--- config.mk ---
export PLATFORM = sky130hd
export DESIGN_NAME = alu_cmd_sequencer
export DESIGN_NICKNAME = d
export VERILOG_FILES = /design/src/rtl/alu_cmd_sequencer.sv
export SDC_FILE = /design/constraint.sdc
export NUM_CORES = 1
export LEC_CHECK = 0
export BUFFER_PORTS_ARGS = -buffer_cell sky130_fd_sc_hd__buf_2
export CORE_MARGIN = 2
export CORE_UTILIZATION = 25
export CTS_BUF_LIST = sky130_fd_sc_hd__clkbuf_16
export CTS_CLUSTER_DIAMETER = 120
export DETAILED_ROUTE_END_ITERATION = 10
export PLACE_DENSITY = 0.4
export SLEW_MARGIN = 20
export SYNTH_ARGS = -nofsm -noshare
export SYNTH_HDL_FRONTEND = slang
export SYNTH_SLANG_ARGS = --single-unit
--- constraint.sdc ---
create_clock -name clk -period 4.3 [get_ports clk]
set_input_delay 0.645 -clock clk [delete_from_list [all_inputs] [get_ports clk]]
set_output_delay 0.645 -clock clk [all_outputs]
set_load 0.05 [all_outputs]
--- src/rtl/alu_cmd_sequencer.sv ---
// alu_cmd_sequencer: queues ALU commands and holds each on A/B/sel for its programmed cycle count.
// Latency: a command accepted into an empty FIFO while idle is presented 2 cycles after acceptance.
// Backpressure: cmd_ready drops when the FIFO holds DEPTH entries; a same-cycle pop does not reopen it.
//
// Ports:
//   clk, reset (async, active-low)           clock and reset
//   cmd_valid/cmd_ready, cmd_a/b/sel/hold    command input handshake and payload
//   A, B, sel                                registered operands/op to the ALU
//   issue_valid, issue_start                 live-command flag and first-cycle pulse
//   busy, fifo_level, err_illegal            status; err_illegal is sticky until reset
//   flush (only with ALU_SEQ_FLUSH_EN)       synchronous, active-high queue/issue abort
//
// Build option: define ALU_SEQ_FLUSH_EN to add the flush input.

module alu_cmd_sequencer #(
    parameter int DATA_W = 8,
    parameter int SEL_W  = 3,
    parameter int DEPTH  = 4,
    parameter int HOLD_W = 4
) (
    input  logic                      clk,
    input  logic                      reset,
`ifdef ALU_SEQ_FLUSH_EN
    input  logic                      flush,
`endif
    input  logic                      cmd_valid,
    output logic                      cmd_ready,
    input  logic [DATA_W-1:0]         cmd_a,
    input  logic [DATA_W-1:0]         cmd_b,
    input  logic [SEL_W-1:0]          cmd_sel,
    input  logic [HOLD_W-1:0]         cmd_hold,
    output logic [DATA_W-1:0]         A,
    output logic [DATA_W-1:0]         B,
    output logic [SEL_W-1:0]          sel,
    output logic                      issue_valid,
    output logic                      issue_start,
    output logic                      busy,
    output logic [$clog2(DEPTH):0]    fifo_level,
    output logic                      err_illegal
);

    localparam int AW = $clog2(DEPTH);
    localparam int LW = AW + 1;

    typedef struct packed {
        logic [DATA_W-1:0] a;
        logic [DATA_W-1:0] b;
        logic [SEL_W-1:0]  sel;
        logic [HOLD_W-1:0] hold;
    } cmd_t;

    typedef enum logic {
        IDLE = 1'b0,
        HOLD = 1'b1
    } state_t;

    // ------------------------------------------------------------------
    // Flush source (tied off when the feature is not built)
    // ------------------------------------------------------------------
    logic flush_i;
`ifdef ALU_SEQ_FLUSH_EN
    assign flush_i = flush;
`else
    assign flush_i = 1'b0;
`endif

    // ------------------------------------------------------------------
    // Input handshake
    // ------------------------------------------------------------------
    logic cmd_accept;
    logic cmd_illegal;
    logic fifo_push;
    cmd_t push_dat;

    // Ready depends on the stored count alone, so a pop in the same cycle
    // cannot reopen a full queue (keeps cmd_ready free of FSM paths).
    assign cmd_ready   = (fifo_level != LW'(DEPTH));
    assign cmd_accept  = cmd_valid && cmd_ready;
    assign cmd_illegal = (cmd_sel == {SEL_W{1'b1}});
    // Illegal ops are consumed from the bus but never stored; flush drops
    // any transfer landing in the same cycle.
    assign fifo_push   = cmd_accept && !cmd_illegal && !flush_i;

    assign push_dat.a    = cmd_a;
    assign push_dat.b    = cmd_b;
    assign push_dat.sel  = cmd_sel;
    assign push_dat.hold = cmd_hold;

    // ------------------------------------------------------------------
    // Command FIFO (circular buffer, power-of-two depth so pointers wrap)
    // ------------------------------------------------------------------
    cmd_t            fifo_mem [DEPTH];
    logic [AW-1:0]   wr_ptr;
    logic [AW-1:0]   rd_ptr;
    logic [LW-1:0]   fifo_cnt;
    logic            fifo_pop;
    logic            fifo_empty;
    cmd_t            head;

    assign fifo_empty = (fifo_cnt == '0);
    assign head       = fifo_mem[rd_ptr];
    assign fifo_level = fifo_cnt;

    always_ff @(posedge clk or negedge reset) begin
        if (!reset) begin
            wr_ptr   <= '0;
            rd_ptr   <= '0;
            fifo_cnt <= '0;
        end else if (flush_i) begin
            wr_ptr   <= '0;
            rd_ptr   <= '0;
            fifo_cnt <= '0;
        end else begin
            if (fifo_push) begin
                wr_ptr <= wr_ptr + 1'b1;
            end
            if (fifo_pop) begin
                rd_ptr <= rd_ptr + 1'b1;
            end
            if (fifo_push && !fifo_pop) begin
                fifo_cnt <= fifo_cnt + 1'b1;
            end else if (fifo_pop && !fifo_push) begin
                fifo_cnt <= fifo_cnt - 1'b1;
            end
        end
    end

    // Storage has no reset; only entries below fifo_cnt are ever read.
    always_ff @(posedge clk) begin
        if (fifo_push) begin
            fifo_mem[wr_ptr] <= push_dat;
        end
    end

    // ------------------------------------------------------------------
    // Issue FSM
    // ------------------------------------------------------------------
    state_t            state_q;
    state_t            state_d;
    logic [HOLD_W-1:0] hold_cnt_q;
    logic [HOLD_W-1:0] hold_cnt_d;
    logic [HOLD_W-1:0] head_hold;

    // A hold of 0 is presented for one cycle like a hold of 1.
    assign head_hold = (head.hold == '0) ? HOLD_W'(1) : head.hold;

    always_comb begin
        state_d    = state_q;
        hold_cnt_d = hold_cnt_q;
        fifo_pop   = 1'b0;

        case (state_q)
            IDLE: begin
                // Pop uses the registered count, so a command pushed this
                // cycle cannot bypass the queue.
                if (!fifo_empty) begin
                    fifo_pop   = 1'b1;
                    state_d    = HOLD;
                    hold_cnt_d = head_hold;
                end
            end
            HOLD: begin
                if (hold_cnt_q == HOLD_W'(1)) begin
                    if (!fifo_empty) begin
                        // Back-to-back reload: next command appears with no bubble.
                        fifo_pop   = 1'b1;
                        hold_cnt_d = head_hold;
                    end else begin
                        state_d    = IDLE;
                        hold_cnt_d = '0;
                    end
                end else begin
                    hold_cnt_d = hold_cnt_q - 1'b1;
                end
            end
            default: begin
                state_d    = IDLE;
                hold_cnt_d = '0;
            end
        endcase

        if (flush_i) begin
            fifo_pop   = 1'b0;
            state_d    = IDLE;
            hold_cnt_d = '0;
        end
    end

    always_ff @(posedge clk or negedge reset) begin
        if (!reset) begin
            state_q    <= IDLE;
            hold_cnt_q <= '0;
        end else begin
            state_q    <= state_d;
            hold_cnt_q <= hold_cnt_d;
        end
    end

    // ------------------------------------------------------------------
    // ALU-facing registers; A/B/sel keep their last values when idle
    // or flushed so the ALU input does not glitch.
    // ------------------------------------------------------------------
    logic start_q;

    always_ff @(posedge clk or negedge reset) begin
        if (!reset) begin
            A       <= '0;
            B       <= '0;
            sel     <= '0;
            start_q <= 1'b0;
        end else begin
            start_q <= fifo_pop;
            if (fifo_pop) begin
                A   <= head.a;
                B   <= head.b;
                sel <= head.sel;
            end
        end
    end

    always_ff @(posedge clk or negedge reset) begin
        if (!reset) begin
            err_illegal <= 1'b0;
        end else if (cmd_accept && cmd_illegal) begin
            err_illegal <= 1'b1;
        end
    end

    assign issue_valid = (state_q == HOLD);
    assign issue_start = start_q;
    assign busy        = !fifo_empty || (state_q != IDLE);

endmodule

# Word level (Yosys, flattened, before mapping)
# Memory sizes are Yosys's and may differ from the RTL's.
# Cells that the tools add are included.
dict set report op_classes {
  n_addsub 5
  n_mul 0
  div 0
  n_lt_le_gt_ge 0
  eq_ne 4
  shift 0
  n_mux 14
  n_bitwise 1
  n_reduce_logical 13
}
# operator count
set ops {}
lappend ops {{$mux W4} 4}
lappend ops {{$pmux W4 S2} 1}
lappend ops {{$mux W3} 2}
lappend ops {{$logic_and A1 B1 Y1} 5}
lappend ops {{$mux W1} 5}
lappend ops {{$add A2 B1 Y2 const B} 2}
lappend ops {{$eq A4 B1 Y1 const B} 1}
lappend ops {{$logic_not A1 Y1} 4}
lappend ops {{$logic_not A4 Y1} 1}
lappend ops {{$pmux W1 S2} 2}
lappend ops {{$sub A4 B1 Y4 const B} 1}
lappend ops {{$add A3 B1 Y3 const B} 1}
lappend ops {{$eq A3 B3 Y1 const B} 1}
lappend ops {{$logic_not A3 Y1} 1}
lappend ops {{$ne A3 B3 Y1 const B} 1}
lappend ops {{$sub A3 B1 Y3 const B} 1}
lappend ops {{$ne A2 B2 Y1 const B} 1}
lappend ops {{$reduce_bool A2 Y1} 1}
lappend ops {{$logic_or A1 B1 Y1} 1}
lappend ops {{$not A1 Y1} 1}
dict set report word_totals {
  ff_bits 33
  latch_bits 0
  mem_bits_rw 92
  rom_bits 0
  out_inout_bits 27
  wordCells 48
  n_memories 1
}
# name depth word_bits rd rd_ports_with_merged_regs wr line
set memory_table {}
lappend memory_table {fifo_mem 4 23 1 0 1 92} ;# cmd_t fifo_mem [DEPTH];

# Depth between registers and ports, before layout
# Gate-level depths: netlist of the first run.
dict set report logic_depth {
  ltp_word 7
  ltp_mapped 10
  mapped_depth_nobuf 10
}

# Worst setup path after synthesis of the first run
# OpenSTA, ideal clock, no wires.
dict set report synth_timing {
  kind {register -> register}
  start {reg fifo_cnt[1], in the netlist fifo_level[1]}
  end {reg fifo_cnt[2], in the netlist fifo_level[2]}
  setup_ns 0.082
  arrival_time_ns 2.624
  required_time_ns 4.218
  path_slack_ns 1.594
  stages_incl_launch_ff 11
  cell_sequence {dfrtp_1 > nor2_1 > nand2_1 > and3_1 > clkbuf_1 > ha_1 > inv_1 > fa_1 > xor2_1 > nor2_1 > xor2_1}
}
dict set report synth_via {
  word_cells_on_any_way 16
  cone_classes {add/sub (2); eq/ne (1); mux (5); reduce/logical (8)}
}
# element line
set synth_rtl {}
lappend synth_rtl {{start, declared} 95} ;# logic [LW-1:0] fifo_cnt;
lappend synth_rtl {{start signal, assigned} 121} ;# fifo_cnt <= fifo_cnt + 1'b1;
lappend synth_rtl {{start signal, assigned} 123} ;# fifo_cnt <= fifo_cnt - 1'b1;
lappend synth_rtl {{$ne A3 B3 Y1 *} 77} ;# assign cmd_ready = (fifo_level != LW'(DEPTH));
lappend synth_rtl {{via cmd_ready} 27} ;# output logic cmd_ready,
lappend synth_rtl {{$logic_and A1 B1 Y1 *} 78} ;# assign cmd_accept = cmd_valid && cmd_ready;
lappend synth_rtl {{$logic_and A1 B1 Y1 *} 82} ;# assign fifo_push = cmd_accept && !cmd_illegal && !flush_i;
lappend synth_rtl {{via fifo_push} 72} ;# logic fifo_push;
lappend synth_rtl {{$logic_not A1 Y1} 122} ;# end else if (fifo_pop && !fifo_push) begin
lappend synth_rtl {{$logic_and A1 B1 Y1} 122}
lappend synth_rtl {{$reduce_bool A2 Y1 (no source line)} n/a}
# The timed path passes the listed nets; every way through them passes the cells marked *. The select of a mux whose other input is x is not followed.
# A chain may end at the register's enable or synchronous reset.

# Final worst setup path of the first run
dict set report layout_timing {
  start {reg fifo_cnt[1], in the netlist fifo_level[1]}
  end {out busy}
}
dict set report layout_via {
  elab_chain_len 3
}
# element line
set layout_lines {}
lappend layout_lines {{$logic_not A3 Y1} 100} ;# assign fifo_empty = (fifo_cnt == '0);
lappend layout_lines {{$logic_not A1 Y1} 231} ;# assign busy = !fifo_empty || (state_q != IDLE);
lappend layout_lines {{$logic_or A1 B1 Y1} 231}
lappend layout_lines {{end, declared} 37} ;# output logic busy,
# Every way passes these cells.

==> metrics.sh, run 1 <==
DETAILEDROUTE.FIRSTITERATIONVIOLATIONS=92
TRITONCTS.NUM_BUFFERS=17
R2R_START='hold_cnt_q[1]'
REG2REGPATHDEPTH=8
DIE_WIDTH_UM=143.9
PLACED_CELLS=546
YS_SEQ_ELEMENTS=125
FF2FF_SETUP_SLACK_PS=1910
POST_ROUTE_CELLS_DRIVE_ABOVE_1_SHARE_PCT=43.77
FINAL.SETUP.TNS_PS=0
DRT-VIAS-PER-INSTANCE=4.043
STATUS='completed'
DRC=0
POSTCTSSETUPBUFFERS=0
GRT_PASS1_WL_UM=15090
CTS_TREE='built'
DIE_HEIGHT_UM=143.9
HIGHEST_CLOCK_FREQUENCY_THE_DESIGN_CAN_MEET_MHz=407.2
FIRST_GLOBAL_VIAS=2531
SYNTH.NET_COUNT=267
REQUIRED_TIME_REPORTED_FOR_THE_CRITICAL_PATH_ENDPOINT_PS=3650
NUM_VIAS=2337
HOLD_FAILS_FINAL_RPT=0
INSERTION_DELAY_PS=410
SYNTHESIS.YOSYS.WARNINGS=0
CELLPOWERDENSITY_mW_PER_MM2=792.7
SYNTHESIS.AREA_SQ_MM=0.004892
FIN_CELLS=578
NUM_ANTENNA_CELLS=0
HPWLAFTERDP_UM=5958
CORE.ROWCOUNT=51
CRITICAL_PATH_CLASS='reg -> out'
TIMING.FINAL.CRIT_PERIOD_PS=2456
CLKSLEWWORSTSETUPHOLDPATHS_PS=60
WORST_MARGIN_PIN_SLEW_PS=927.5
FLOORPLAN.IO_PINS=53
TOTALWIRELENGTH_UM=9847
GRT_MAX_DEGREE=34
WORST_SLACK_PS=1844
DIE_AREA_SQ_MM=0.02070
YS_TYPES=35
NUMBER_OF_BUFFERS_INSERTED_FOR_HOLD_REPAIR_AFTER_CLOCK_TREE_SYNTHESIS=0
ANTENNA_VIOLATIONS_BEFORE_REPAIR=0
START_UTIL_PCT=25.30
TIMING_MAX_TRANSITION_VIOLATIONS_FINAL=0
FINAL_AREA_SQ_MM=0.006058
FIN_SKEW_PS=8.199
CLOCK_SINK_COUNT=125
POST_CTS_RESIZE_COUNT=0
CTSROOTBUFFERMASTER='sky130_fd_sc_hd__clkbuf_16'
TIMING.MAX_CAP.VIOLATIONS=0
IRDROPWORSTVDD_mV=0.2268
SYNTHESIS.INSTANCES=233
DRTPASS1ITERATIONS=4
GLOBALROUTETOTALUTIL_PCT=10.37
DETAIL_ROUTE.WL_PER_CELL_UM=17.04
CORE_AREA_SQ_MM=0.01933
GLOBALPLACE.CONGESTION=0.7218
GRT_REMAINING_OVERFLOW=0
YOSYSSEQAREASHARE_PCT=73.35
DPL_CELL_AREA_SQ_MM=0.005436
HTREEDEPTH=4
CTS_MAX_PATH_BUFFERS=2
SETUP.WORST_PATH.END_CLASS='output pin'
FINAL_NET_COUNT=334
FINALCRITPERIODSHARE_PCT=57.11
MOST-COMMON-LAYOUT-CELLS='sky130_fd_sc_hd__edfxtp_1 (92), sky130_fd_sc_hd__buf_2 (52), sky130_fd_sc_hd__dfrtp_1 (32)'
RSZ0062_AT_GRT='no'
DPL_WORST_SLACK_PS=1908
AREA_GROWTH_PCT=23.84
MOSTFREQUENTLAYOUTCELL='sky130_fd_sc_hd__edfxtp_1'
P_LEAK_nW=2.218
TIMING.SLEW.HEADROOM_PCT=38.17
WORSTPATHMAXFANOUT=6
FINALSETUPVIOLCOUNT=0
REG2REG_TO='fifo_level[1]'
MIN-DELAY-PATH-CLASS='in -> async'
PORT_BUFFER_COUNT=52
CRITICAL_PATH.STARTPOINT_TYPE='flip-flop'
ANTENNA_LEFT=0
SYNTH_AREA_PER_CELL_SQ_UM=21.00
CRITPATHARRIVALTIME_PS=1810
-- stage by stage --
step                util, %  total power (W)  hold WS [ps]
CTS                   31.33         0.004897         393.7
floorplan                 -         0.003012         349.4
finish                31.33         0.004802         364.0
global placement      28.12         0.003369         484.0
global route          31.33         0.005061         429.3
detailed placement    28.12         0.003385         489.9
-- area by class of cell --
class | instances | area (sq um)
Fill cell | 1883 | 13280
Sequential cell | 125 | 3590
Multi-Input combinational cell | 91 | 1175
Clock buffer | 17 | 425.4
Tap cell | 265 | 331.6
Timing Repair Buffer | 57 | 297.8
Clock inverter | 15 | 196.4
Inverter | 8 | 42.54
-- layer usage --
| layer | global-route usage [%] | share of wire [%] |
|---|---|---|
| met1 | 13.10 | 47 |
| met2 | 16.24 | 48 |
| met3 | 3.599 | 3.5 |
| met4 | 4.334 | 1.4 |
| met5 | 0 | 0 |
-- sequential cells by signal, indices dropped and copies added (netlist names), 2 cells and up --
| signal | count |
|---|---|
| A | 8 |
| hold_cnt_q | 4 |
| fifo_mem | 92 |
| sel | 3 |
| wr_ptr | 2 |
| rd_ptr | 2 |
| B | 8 |
| fifo_level | 3 |
-- worst max-delay path by stage --
stage,start,endpoint,slack (ps)
floorplan,fifo_level[1],fifo_level[2],1590
global placement,cmd_sel[2],fifo_level[2],1940
detailed placement,hold_cnt_q[1],fifo_level[1],1910
CTS,fifo_level[1],busy,1800
global route,fifo_level[1],busy,1690
finish,fifo_level[1],busy,1840
-- worst max-delay path: stages (launching register included) --
cell                      delay (ps)
sky130_fd_sc_hd__dfrtp_1         460
sky130_fd_sc_hd__nor4_1          540
sky130_fd_sc_hd__inv_1           160
sky130_fd_sc_hd__buf_2           250
-- cell usage after synthesis --
master / number / area share (%)
sky130_fd_sc_hd__edfxtp_1: 92 / 56
sky130_fd_sc_hd__dfrtp_1: 33 / 17
sky130_fd_sc_hd__mux4_2: 23 / 11
sky130_fd_sc_hd__mux2_4: 14 / 4.3
sky130_fd_sc_hd__nand2_1: 8 / 0.61
sky130_fd_sc_hd__ha_1: 7 / 1.8
sky130_fd_sc_hd__inv_1: 7 / 0.54
sky130_fd_sc_hd__mux2_2: 7 / 1.6
sky130_fd_sc_hd__and2_1: 4 / 0.51
sky130_fd_sc_hd__xnor2_1: 4 / 0.72
sky130_fd_sc_hd__o21ai_0: 3 / 0.31
sky130_fd_sc_hd__buf_12: 2 / 0.82
sky130_fd_sc_hd__buf_6: 2 / 0.46
sky130_fd_sc_hd__clkbuf_1: 2 / 0.15
sky130_fd_sc_hd__nor2_1: 2 / 0.15
sky130_fd_sc_hd__nor3_1: 2 / 0.20
sky130_fd_sc_hd__nor4_1: 2 / 0.26
sky130_fd_sc_hd__xor2_1: 2 / 0.36
sky130_fd_sc_hd__a21o_4: 1 / 0.31
sky130_fd_sc_hd__a31oi_1: 1 / 0.13
sky130_fd_sc_hd__a32oi_1: 1 / 0.18
sky130_fd_sc_hd__and3_1: 1 / 0.13
sky130_fd_sc_hd__buf_1: 1 / 0.077
sky130_fd_sc_hd__buf_2: 1 / 0.10
sky130_fd_sc_hd__buf_4: 1 / 0.15
sky130_fd_sc_hd__clkinv_8: 1 / 0.33
sky130_fd_sc_hd__fa_1: 1 / 0.41
sky130_fd_sc_hd__nand2_4: 1 / 0.23
sky130_fd_sc_hd__nand3_1: 1 / 0.10
sky130_fd_sc_hd__o211a_1: 1 / 0.20
sky130_fd_sc_hd__o211ai_1: 1 / 0.15
sky130_fd_sc_hd__o21bai_1: 1 / 0.15
sky130_fd_sc_hd__o221ai_1: 1 / 0.18
sky130_fd_sc_hd__o31a_2: 1 / 0.20
sky130_fd_sc_hd__or3b_4: 1 / 0.23
-- logic make-up (layout without fill, tap and decap cells) --
| family | after synthesis | count (layout) | synth area share (%) |
|---|---|---|---|
| fa+ha+maj | 8 | 8 | 2.199 |
| mux | 44 | 44 | 16.50 |
| simple gates | 22 | 22 | 2.430 |
| xor+xnor | 6 | 6 | 1.074 |
| buf+inv | 17 | 97 | 2.634 |
| compound gates | 11 | 11 | 1.816 |
| flops | 125 | 125 | 73.35 |
-- where the power goes --
part | switching [W] | internal, W
combinational | 0.000872 | 0.000597
sequential | 0.000215 | 0.00163
clock | 0.000523 | 0.000967
(Power assumes the default switching activity.)
==> inputs of run 2 (changes only) <==
==> constraint.sdc (replaced) <==
create_clock -name clk -period 2.27 [get_ports clk]
set_input_delay 0.3405 -clock clk [delete_from_list [all_inputs] [get_ports clk]]
set_output_delay 0.3405 -clock clk [all_outputs]
set_load 0.05 [all_outputs]
==> run 2 against run 1 <==
Net effect: total power rose by 86%; final area grew 1.7%; cell count grew 2.8%; setup slack got worse by 1800 ps; largest cell class unchanged.
==> metrics.sh, run 2 (synthesis gave the netlist of run 1 again) <==
GRT_MAX_DEGREE=26  # -24%
IRDROPWORSTVDD_mV=0.5363  # +140%
GLOBALROUTETOTALUTIL_PCT=10.41  # +0.044 points
DRC=0  # unchanged
P_SEQ_SHARE_PCT=38.1  # -0.3 points
TIMING_MAX_TRANSITION_VIOLATIONS_FINAL=0  # unchanged
FIN_SKEW_PS=7.767  # -0.4322 ps
DPL_CELL_AREA_SQ_MM=0.005575  # +2.6%
WORST_MARGIN_PIN_SLEW_PS=480.7  # -446.8 ps
FLOORPLAN.IO_PINS=53  # unchanged
FLIP_FLOP_COUNT_OF_THE_LARGEST_REGISTER_AFTER_LAYOUT=92  # unchanged
POWER_FRAC_COMB_PCT=34.2  # +3.6 points
POST-ROUTE-UTIL_PCT=31.86  # +0.53 points
INSERTION_DELAY_PS=410  # about the same
PORT_BUFFER_COUNT=52  # unchanged
P_LEAK_nW=2.289  # +3.2%
WORST_PATH_MAX_DELAY_CELL='sky130_fd_sc_hd__fa_1'
DIE_AREA_SQ_MM=0.02070  # unchanged
GRT_PASS1_WL_UM=15170  # +0.50%
DIE_HEIGHT_UM=143.9  # unchanged
CRIT_PATH_LARGEST_CELL_DELAY_PS=400  # -140 ps
REG2REGPATHDEPTH=8  # unchanged
HPWLAFTERDP_UM=6199  # +4.0%
CTS_MAX_PATH_BUFFERS=2  # unchanged
WORST_SLACK_PS=58.84  # -1786 ps
CP_TOP_FAMILY='adder cells'
CTSROOTBUFFERMASTER='sky130_fd_sc_hd__clkbuf_16'
INTERNAL_POWER_W=0.005949  # +86%
FINAL_NET_COUNT=350  # +4.8%
CRITPATHARRIVALTIME_PS=2500  # +690 ps
TIMING.SLEW.HEADROOM_PCT=67.96  # +30 points
ANTENNA_LEFT=0  # unchanged
DRT-VIAS-PER-INSTANCE=3.926  # -2.9%
AREA_GROWTH_PCT=25.93
CLOCK_SINK_COUNT=125  # unchanged
HTREEDEPTH=4  # unchanged
DETAIL_ROUTE.WL_PER_CELL_UM=16.34  # -4.1%
REQUIRED_TIME_REPORTED_FOR_THE_CRITICAL_PATH_ENDPOINT_PS=2560  # -1090 ps
WORSTPATHMAXFANOUT=3  # -3
FINALCRITPERIODSHARE_PCT=97.41
TRITONCTS.NUM_BUFFERS=17  # unchanged
CORE.ROWCOUNT=51  # unchanged
MIN_PATH_CELLS=1
CRITICAL-PATH-TOP-CELL-BY-COUNT='sky130_fd_sc_hd__inv_2'
GLOBALPLACE.CONGESTION=0.6611  # -8.4%
FINAL_AREA_SQ_MM=0.006161  # +1.7%
HIGHEST_CLOCK_FREQUENCY_THE_DESIGN_CAN_MEET_MHz=452.3
FIRST_GLOBAL_VIAS=2625  # +3.7%
CORE_AREA_SQ_MM=0.01933  # unchanged
START_UTIL_PCT=25.30  # unchanged
ANTENNA_VIOLATIONS_BEFORE_REPAIR=1  # +1
MOST-COMMON-LAYOUT-CELLS='sky130_fd_sc_hd__edfxtp_1 (92), sky130_fd_sc_hd__buf_2 (52), sky130_fd_sc_hd__dfrtp_1 (29)'
SETUP.WORST_PATH.END_CLASS='flip-flop'
STATUS='completed'
SW_FRAC_OF_TOTAL_PCT=33.57  # about the same
FINALSETUPVIOLCOUNT=0  # unchanged
P_CLK_SHARE_PCT=27.7  # -3.3 points
CLKSLEWWORSTSETUPHOLDPATHS_PS=50  # about the same
CRITICAL_PATH.STARTPOINT_TYPE='flip-flop'
CRITICAL_PATH_CLASS='reg -> reg'
NUM_ANTENNA_CELLS=0  # unchanged
MIN-DELAY-PATH-CLASS='in -> reg'
REGMOSTFLOPS='fifo_mem'
CELLPOWERDENSITY_mW_PER_MM2=1453  # +83%
TOTALWIRELENGTH_UM=9705  # -1.4%
DIE_WIDTH_UM=143.9  # unchanged
TIMING.FINAL.CRIT_PERIOD_PS=2211
HOLD_FAILS_FINAL_RPT=0  # unchanged
DPL_WORST_SLACK_PS=2.525  # -1905 ps
TOTAL_STAGE_COUNT_OF_THE_CRITICAL_PATH=8  # +5
SWITCHINGPOWER_W=0.003006  # +87%
GRT_REMAINING_OVERFLOW=0  # unchanged
REG_TOP3='fifo_mem: 92 flops, A: 8 flops, B: 8 flops'
NUMBER_OF_BUFFERS_AND_INVERTERS_ON_THE_CRITICAL_PATH=2  # unchanged
CRITICAL_PATH.CELL_CHAIN='inv_2 -> ha_4 -> or3b_4 -> a21o_4 -> ha_2 -> inv_2 -> fa_1 -> mux2_2'
NUM_VIAS=2332  # -0.21%
RSZ0062_AT_GRT='no'
FINAL.SETUP.TNS_PS=0  # unchanged
DETAILEDROUTE.FIRSTITERATIONVIOLATIONS=142  # +54%
TIMING.MAX_CAP.VIOLATIONS=0  # unchanged
DRTPASS1ITERATIONS=4  # unchanged
CTS_TREE='built'
MOSTFREQUENTLAYOUTCELL='sky130_fd_sc_hd__edfxtp_1'
POST_ROUTE_CELLS_DRIVE_ABOVE_1_SHARE_PCT=47.72  # +4.0 points
## run 2: changes by cell type in the layout (fill, tap and decap cells not counted), sizes merged
cell and delta:
buf +15, dlygate4sd3 +1, inv +2, clkinv +2
clkinvlp -2, bufinv -2
## run 2: layout make-up
| cell class | count | area (sq um) |
|---|---|---|
| repair buffers | 73 | 445.4 |
| clock buffers | 17 | 425.4 |
| flip-flops and latches | 125 | 3593 |
| multi-input cells | 91 | 1206 |
| inverters | 8 | 42.54 |
| well taps | 265 | 331.6 |
| clock inverters | 15 | 116.4 |
| fillers | 1872 | 13170 |
## run 2: worst register-to-register path, delay by kind of cell (launching register included)
kind,cells,cell delay (ps)
AO/OA/AOI/OAI,1,220
AND/OR/NAND/NOR,1,380
buffers and inverters,2,140
flip-flops,1,380
multiplexers,1,260
adder cells (fa/ha/maj),3,710
## run 2: final timing paths
check	slack (ps)	to	from
max in group asynchronous	1210	B[5]	reset
min	150	fifo_mem[3][8]	cmd_b[1]
min in group asynchronous	420	hold_cnt_q[2]	reset
min reg2reg	480	err_illegal	err_illegal
max reg2reg	60	fifo_level[1]	hold_cnt_q[1]
max	60	fifo_level[1]	hold_cnt_q[1]
## run 2: through the flow
step,power (W),instances,hold WS (ps)
final,0.008954,594,145.0
after global routing,0.009458,594,138.9
after CTS,0.009099,592,123.0
after detailed placement,0.006567,559,336.6
after global placement,0.006540,559,332.6
after floorplan,0.005734,233,44.91
## run 2: metal layers
layer  share of wire [%]  track usage, %  up-vias
met2                  49           16.99       47
met5                   0               0        -
li1                    -               -     1085
met1                  45           12.50     1187
met4                 1.9           4.954        0
met3                 4.1           3.332       13
## run 2: repair_timing
item / in CTS / in global routing
cloned: 0 / 0
hold endpoints to repair: 16 / 0
endpoints found under the setup margin: 1 / 2
resized for setup: 2 / 3
hold buffers: 1 / 0
setup buffers: 0 / 2
## run 2: power groups by stage
stage	clock network [W]	registers (W)	logic, W
global placement	0	0.00345	0.00309
floorplan	0	0.00410	0.00164
global route	0.00265	0.00349	0.00331
finish	0.00248	0.00342	0.00306
CTS	0.00256	0.00342	0.00312
detailed placement	0	0.00345	0.00312
